<file path="config.mk">
export PLATFORM = sky130hd
export DESIGN_NAME = fetch_ctrl_flat
export DESIGN_NICKNAME = d
export VERILOG_FILES = /design/src/rtl/fetch_ctrl_if.sv /design/src/rtl/fetch_ctrl.sv /design/src/flat_wrapper.sv
export SDC_FILE = /design/constraint.sdc
export NUM_CORES = 1
export LEC_CHECK = 0
export CORE_MARGIN = 2
export CORE_UTILIZATION = 35
export CTS_CLUSTER_DIAMETER = 40
export DETAILED_ROUTE_END_ITERATION = 8
export PLACE_DENSITY = 0.58
export SYNTH_ARGS = -nofsm -noshare
export SYNTH_HDL_FRONTEND = slang
export SYNTH_SLANG_ARGS = --single-unit
</file>
<file path="constraint.sdc">
create_clock -name clk -period 5.08 [get_ports clk]
set_input_delay 1.27 -clock clk [delete_from_list [all_inputs] [get_ports clk]]
set_output_delay 1.27 -clock clk [all_outputs]
set_load 0.01 [all_outputs]
</file>
<file path="src/rtl/fetch_ctrl_if.sv">
// Fetch sequencer bundle: redirect input, I-cache request/response ports,
// decode handoff and the busy indication.
interface fetch_ctrl_if #(
   parameter int ADDR = 32,
   parameter int INST = 32
) ();
   logic            redirect_valid;
   logic [ADDR-1:0] redirect_pc;
   logic            ic_req_valid;
   logic [ADDR-1:0] ic_req_pc;
   logic            ic_req_ready;
   logic            ic_resp_valid;
   logic [ADDR-1:0] ic_resp_pc;
   logic [INST-1:0] ic_resp_inst;
   logic            dec_valid;
   logic            dec_ready;
   logic [ADDR-1:0] dec_pc;
   logic [INST-1:0] dec_inst;
   logic            busy;

   // Sequencer side.
   modport master (
      input  redirect_valid, redirect_pc,
      output ic_req_valid, ic_req_pc,
      input  ic_req_ready,
      input  ic_resp_valid, ic_resp_pc, ic_resp_inst,
      output dec_valid,
      input  dec_ready,
      output dec_pc, dec_inst,
      output busy
   );

   // Environment side (I-cache, decode, redirect source).
   modport slave (
      output redirect_valid, redirect_pc,
      input  ic_req_valid, ic_req_pc,
      output ic_req_ready,
      output ic_resp_valid, ic_resp_pc, ic_resp_inst,
      input  dec_valid,
      output dec_ready,
      input  dec_pc, dec_inst,
      input  busy
   );
endinterface

</file>
<file path="src/rtl/fetch_ctrl.sv">
// Fetch pipeline sequencer: owns the fetch PC, issues in-order I-cache
// requests under a credit limit of FQ_DEPTH (outstanding + buffered), buffers
// responses in a small queue toward decode, and discards stale in-flight
// responses after a redirect.
module fetch_ctrl #(
   parameter int              ADDR     = 32,
   parameter int              INST     = 32,
   parameter int              FQ_DEPTH = 4,
   parameter logic [ADDR-1:0] RESET_PC = '0
) (
   input logic         clk,
   input logic         reset_,
   fetch_ctrl_if.master bus
);

   localparam int CW = $clog2(FQ_DEPTH + 1);
   localparam int PW = $clog2(FQ_DEPTH);
   localparam logic [ADDR-1:0] PC_STEP = ADDR'(INST / 8);

   typedef enum logic [1:0] {
      BOOT  = 2'd0,
      RUN   = 2'd1,
      DRAIN = 2'd2
   } state_t;

   state_t          state, state_nxt;
   logic [ADDR-1:0] pc, pc_nxt;
   logic [CW-1:0]   oc, oc_nxt;
   logic [CW-1:0]   qc, qc_nxt;
   logic [CW-1:0]   drop_cnt, drop_nxt;
   logic [PW-1:0]   wr_ptr, wr_ptr_nxt;
   logic [PW-1:0]   rd_ptr, rd_ptr_nxt;

   logic [ADDR-1:0] q_pc   [FQ_DEPTH];
   logic [INST-1:0] q_inst [FQ_DEPTH];

   logic [CW:0]     occupancy;
   logic            redir;
   logic            req_valid;
   logic            accept;
   logic            resp_ok;
   logic            push;
   logic            pop;
   logic            deq_valid;

   // Handshake qualifiers derived from current state and inputs.
   always_comb begin
      occupancy = {1'b0, oc} + {1'b0, qc};
      redir     = bus.redirect_valid && (state != BOOT);
      req_valid = (state == RUN) && !bus.redirect_valid &&
                  (occupancy < (CW+1)'(FQ_DEPTH));
      accept    = req_valid && bus.ic_req_ready;
      // A response with nothing outstanding is a protocol error and is ignored.
      resp_ok   = bus.ic_resp_valid && (oc != '0);
      push      = resp_ok && (drop_cnt == '0) && !bus.redirect_valid;
      deq_valid = (qc != '0) && !bus.redirect_valid;
      pop       = deq_valid && bus.dec_ready;
   end

   // Next-state computation for PC, counters, queue pointers and FSM.
   always_comb begin
      state_nxt  = state;
      pc_nxt     = pc;
      qc_nxt     = qc;
      drop_nxt   = drop_cnt;
      wr_ptr_nxt = wr_ptr;
      rd_ptr_nxt = rd_ptr;
      oc_nxt     = oc + CW'(accept) - CW'(resp_ok);

      if (redir) begin
         // Everything still in flight after this cycle is stale; since no
         // request is accepted during a redirect this equals oc_nxt.
         pc_nxt     = bus.redirect_pc;
         qc_nxt     = '0;
         wr_ptr_nxt = '0;
         rd_ptr_nxt = '0;
         drop_nxt   = oc - CW'(resp_ok);
      end else begin
         if (accept) begin
            pc_nxt = pc + PC_STEP;
         end
         qc_nxt = qc + CW'(push) - CW'(pop);
         if (push) begin
            wr_ptr_nxt = wr_ptr + PW'(1);
         end
         if (pop) begin
            rd_ptr_nxt = rd_ptr + PW'(1);
         end
         if (resp_ok && (drop_cnt != '0)) begin
            drop_nxt = drop_cnt - CW'(1);
         end
      end

      // RUN/DRAIN selection follows the post-update drop count, so the cycle
      // after the last stale response is already RUN.
      case (state)
         BOOT:       state_nxt = RUN;
         RUN, DRAIN: state_nxt = (drop_nxt != '0) ? DRAIN : RUN;
         default:    state_nxt = BOOT;
      endcase
   end

   // State, PC and counter registers.
   always_ff @(posedge clk) begin
      if (reset_) begin
         state    <= BOOT;
         pc       <= RESET_PC;
         oc       <= '0;
         qc       <= '0;
         drop_cnt <= '0;
         wr_ptr   <= '0;
         rd_ptr   <= '0;
      end else begin
         state    <= state_nxt;
         pc       <= pc_nxt;
         oc       <= oc_nxt;
         qc       <= qc_nxt;
         drop_cnt <= drop_nxt;
         wr_ptr   <= wr_ptr_nxt;
         rd_ptr   <= rd_ptr_nxt;
      end
   end

   // Fetch queue storage; cleared at reset so the decode outputs read zero.
   always_ff @(posedge clk) begin
      if (reset_) begin
         for (int unsigned i = 0; i < FQ_DEPTH; i++) begin
            q_pc[i]   <= '0;
            q_inst[i] <= '0;
         end
      end else if (push) begin
         q_pc[wr_ptr]   <= bus.ic_resp_pc;
         q_inst[wr_ptr] <= bus.ic_resp_inst;
      end
   end

   assign bus.ic_req_valid = req_valid;
   assign bus.ic_req_pc    = pc;
   assign bus.dec_valid    = deq_valid;
   assign bus.dec_pc       = q_pc[rd_ptr];
   assign bus.dec_inst     = q_inst[rd_ptr];
   // Held reset forces busy low so every output except ic_req_pc reads zero.
   assign bus.busy         = !reset_ &&
                             ((oc != '0) || (qc != '0) || (state != RUN));

   resp_needs_outstanding: assert property (
      @(posedge clk) disable iff (reset_) !(bus.ic_resp_valid && (oc == '0))
   );

endmodule

</file>
<file path="src/flat_wrapper.sv">
// flat-port wrapper written by rule: the top's interface ports become plain ports
module fetch_ctrl_flat 
#(
   parameter int              ADDR     = 32,
   parameter int              INST     = 32,
   parameter int              FQ_DEPTH = 4,
   parameter logic [ADDR-1:0] RESET_PC = '0
)
  (clk, reset_, bus_redirect_valid, bus_redirect_pc, bus_ic_req_valid, bus_ic_req_pc, bus_ic_req_ready, bus_ic_resp_valid, bus_ic_resp_pc, bus_ic_resp_inst, bus_dec_valid, bus_dec_ready, bus_dec_pc, bus_dec_inst, bus_busy);
  fetch_ctrl_if #(.ADDR(ADDR), .INST(INST)) bus_i ();
  input logic clk;
  input logic reset_;
  input wire logic [$bits(bus_i.redirect_valid)-1:0] bus_redirect_valid;
  input wire logic [$bits(bus_i.redirect_pc)-1:0] bus_redirect_pc;
  output wire logic [$bits(bus_i.ic_req_valid)-1:0] bus_ic_req_valid;
  output wire logic [$bits(bus_i.ic_req_pc)-1:0] bus_ic_req_pc;
  input wire logic [$bits(bus_i.ic_req_ready)-1:0] bus_ic_req_ready;
  input wire logic [$bits(bus_i.ic_resp_valid)-1:0] bus_ic_resp_valid;
  input wire logic [$bits(bus_i.ic_resp_pc)-1:0] bus_ic_resp_pc;
  input wire logic [$bits(bus_i.ic_resp_inst)-1:0] bus_ic_resp_inst;
  output wire logic [$bits(bus_i.dec_valid)-1:0] bus_dec_valid;
  input wire logic [$bits(bus_i.dec_ready)-1:0] bus_dec_ready;
  output wire logic [$bits(bus_i.dec_pc)-1:0] bus_dec_pc;
  output wire logic [$bits(bus_i.dec_inst)-1:0] bus_dec_inst;
  output wire logic [$bits(bus_i.busy)-1:0] bus_busy;
  assign bus_i.redirect_valid = bus_redirect_valid;
  assign bus_i.redirect_pc = bus_redirect_pc;
  assign bus_ic_req_valid = bus_i.ic_req_valid;
  assign bus_ic_req_pc = bus_i.ic_req_pc;
  assign bus_i.ic_req_ready = bus_ic_req_ready;
  assign bus_i.ic_resp_valid = bus_ic_resp_valid;
  assign bus_i.ic_resp_pc = bus_ic_resp_pc;
  assign bus_i.ic_resp_inst = bus_ic_resp_inst;
  assign bus_dec_valid = bus_i.dec_valid;
  assign bus_i.dec_ready = bus_dec_ready;
  assign bus_dec_pc = bus_i.dec_pc;
  assign bus_dec_inst = bus_i.dec_inst;
  assign bus_busy = bus_i.busy;
  fetch_ctrl #(.ADDR(ADDR), .INST(INST), .FQ_DEPTH(FQ_DEPTH), .RESET_PC(RESET_PC)) u_core (.clk(clk), .reset_(reset_), .bus(bus_i));
endmodule
</file>
==> impl_metrics.env <==
export IMPL_status="complete, no violations"
export IMPL_timing_final_crit_share_pct=83.0
export IMPL_dieArea_um2=40900
export IMPL_fillCellCount=3460
export IMPL_placement_rows=72
export IMPL_ys_ff_latch=305
export IMPL_grtUsageTotal_pct=16.8
export IMPL_slowest_stage="clkdlybuf4s50_1"
export IMPL_path_class="in2out"
export IMPL_path_max_fanout=7
export IMPL_synth_distinct_cells=52
export IMPL_routed_wl_mm=34.0
export IMPL_grt_most_used_layer="met2"
export IMPL_synth_area_um2=13700
export IMPL_slew_headroom_pct=28.4
export IMPL_nNetsFinal=1274
export IMPL_syn_inst=956
export IMPL_hold_viol=0
export IMPL_setup_tns_final_ns=0
export IMPL_die_height_um=202
export IMPL_max_freq_mhz=237
export IMPL_post_drt_wl_per_cell_um=19.8
export IMPL_synth_commonest_cells="edfxtp_1, and2_1, and3_1"
export IMPL_antenna_found_initial=5
export IMPL_setup_viol=0
export IMPL_yosys_warnings=0
export IMPL_cts_buffers=50
export IMPL_slew_violations=0
export IMPL_synth_top_area_share_pct=55.9
export IMPL_met3_usage_pct=5.84
export IMPL_root_buffer="clkbuf_16"
export IMPL_overflow=0
export IMPL_grt_pass1_wl_mm=52.9
export IMPL_synth_ff_type="edfxtp_1"
export IMPL_path_buf_inv=2
export IMPL_htreeDepth=2
export IMPL_p_per_area_nw_per_um2=468
export IMPL_core_area_um2=38700
export IMPL_reg2regPathDepth=7
export IMPL_area_growth_pct=31.7
export IMPL_io_buffers=200
export IMPL_regToRegEndpoint="u_core.q_pc[1][4]$_SDFFCE_PN0P_"
export IMPL_worstPathRequired_ns=3.81
export IMPL_worstSetupEndpoint="bus_ic_req_valid"
export IMPL_grt_setup_unrepaired="false"
export IMPL_cts_hold_repair_buffers=0
export IMPL_ant_nets=0
export IMPL_worst_pin_slew_ns=1.07
export IMPL_period_minus_slack_ns=4.21
export IMPL_start_util_pct=35.5
export IMPL_hold_path_depth=2
export IMPL_crit_top_cell="clkdlybuf4s50_1"
export IMPL_ff2ff_setup_slack_ns=2.48
export IMPL_final_util_pct=46.7
export IMPL_vias=8429
export IMPL_ir_worst_vdd_mv=0.223
export IMPL_firstDrtPassIters=4
export IMPL_endpoint_kind="output pin"
export IMPL_min_from="u_core.bus.ic_req_pc[0]$_SDFFE_PP0P_"
export IMPL_synth_most_common_cell="edfxtp_1"
export IMPL_cp_cell_sequence="clkdlybuf4s50_1 > nor4_2 > and3_1 > clkdlybuf4s50_1"
export IMPL_cts_resized=0
export IMPL_worstReg2RegStart="u_core.drop_cnt[0]$_SDFF_PP0_"
export IMPL_max_cap_viol_count=0
export IMPL_place_congestion=0.746
export IMPL_crit_path_max_incr_delay_ns=0.55
export IMPL_yosysTopAreaCell="edfxtp_1"
export IMPL_cts_buffer_depth=3
export IMPL_fin_skew_ns=0.0106
export IMPL_postCtsSetupBuffers=0
export IMPL_synthTopCellsByArea="edfxtp_1, mux4_2, and2_1"
export IMPL_synth_edf_count=256
export IMPL_grt_pass1_vias=9180
export IMPL_fin_area_um2=18100
export IMPL_crit_path_start_kind="primary input"
export IMPL_crit_family="buffers and inverters"
export IMPL_dpl_cell_area_um2=16400
export IMPL_path_clk_slew_ns=0.05
export IMPL_grtUsageMet2_pct=28.0
export IMPL_vias_per_cell=4.90
export IMPL_hold_path_class="reg2reg"
export IMPL_first_iter_violations=375
export IMPL_ioPinCount=201
export IMPL_cts_tree="built"
export IMPL_hpwl_mm=19.4
export IMPL_met1_usage_pct=21.0
export IMPL_clock_latency_ns=0.56
export IMPL_grt_max_degree=129
export IMPL_avgSynthCellArea_um2=14.4
export IMPL_drc=0
export IMPL_synth_yosys_seq_area_share_pct=63.1
export IMPL_clock_sinks=305
export IMPL_synthArstFlopShare_pct=0
export IMPL_arrival_ns=2.94
export IMPL_leakagePower_nw=6.59
export IMPL_final_layout_size_suffix_gt1_share_pct=15.1
export IMPL_die_x_um=202
export IMPL_crit_cells=4
export IMPL_synth_nets=1072
export IMPL_worstSetupStartpoint="bus_redirect_valid"
logic make-up after synthesis:
kind of cell / Yosys count / synth area share [%]
and+or+nand+nor: 395 / 17.2
DFF: 305 / 63.1
buffers and inverters: 87 / 2.55
muxes: 66 / 10.6
AOI/OAI and AO/OA: 57 / 3.08
xor gates and xnor gates: 32 / 2.04
adders and majority gates: 14 / 1.38
worst register-to-register path: stages, from the launching register on:
cell	delay (ns)
dfxtp_1	0.31
inv_1	0.10
ha_1	0.19
nand2b_1	0.13
nor4_2	0.53
nor3b_4	0.67
buf_12	0.34
and2_1	0.19
flip-flops by register name, indices dropped and copies added, names as in the netlist, named ones only:
name                  count
u_core.oc                 3
u_core.rd_ptr             2
u_core.drop_cnt           3
u_core.qc                 3
u_core.q_pc             128
u_core.bus.ic_req_pc     32
u_core.state              2
u_core.q_inst           128
u_core.wr_ptr             2
power by group:
group | switching, mW | internal, mW | leakage, nW
registers | 0.223 | 3.04 | 3.05
clock network | 1.22 | 2.20 | 0.808
logic | 0.862 | 0.920 | 2.73
total | 2.31 | 6.16 | 6.59
worst min-delay path by stage:
| stage | end |
|---|---|
| global route | u_core.bus.ic_req_pc[1]$_SDFFE_PP0P_ |
| detailed placement | u_core.bus.ic_req_pc[0]$_SDFFE_PP0P_ |
| global placement | u_core.bus.ic_req_pc[1]$_SDFFE_PP0P_ |
| CTS | u_core.bus.ic_req_pc[0]$_SDFFE_PP0P_ |
| floorplan | u_core.bus.ic_req_pc[0]$_SDFFE_PP0P_ |
| finish | u_core.bus.ic_req_pc[0]$_SDFFE_PP0P_ |
metrics by stage:
stage,instances,power [mW],setup slack [ns],hold slack (ns)
after global placement,1624,5.09,0.850,0.452
after floorplan,956,4.24,0.935,0.481
after detailed placement,1624,5.12,0.869,0.452
final,1719,8.47,0.866,0.460
after CTS,1717,8.58,0.825,0.460
after global routing,1718,8.83,0.759,0.507
layer usage:
layer  vias to the layer above  part of all wire [%]
met5                         -                  0.12
met4                         6                   1.7
met3                        45                   7.5
met2                       240                    47
met1                      4147                    44
li1                       3991                     -
placed cells by master, fill, tap and decap left out, types with 22 or more instances in the layout:
| cell type | count |
|---|---|
| nand2_1 | 22 |
| mux4_2 | 64 |
| clkdlybuf4s50_1 | 200 |
| clkbuf_16 | 51 |
| dfxtp_1 | 47 |
| and2_1 | 196 |
| nor2_1 | 43 |
| xnor2_1 | 25 |
| edfxtp_1 | 256 |
| and3_1 | 65 |
final cells by class:
class,count,area (um^2),share of cell area (%)
Clock buffer,61,1340,7.42
Sequential cell,305,8680,47.9
Timing Repair Buffer,217,2200,12.2
Antenna cell,2,5.00,0.0276
Multi-Input combinational cell,564,4780,26.4
Tap cell,518,648,3.58
Clock inverter,32,365,2.02
Inverter,20,75.1,0.415
No activity file was read; power rests on OpenSTA's default activity.
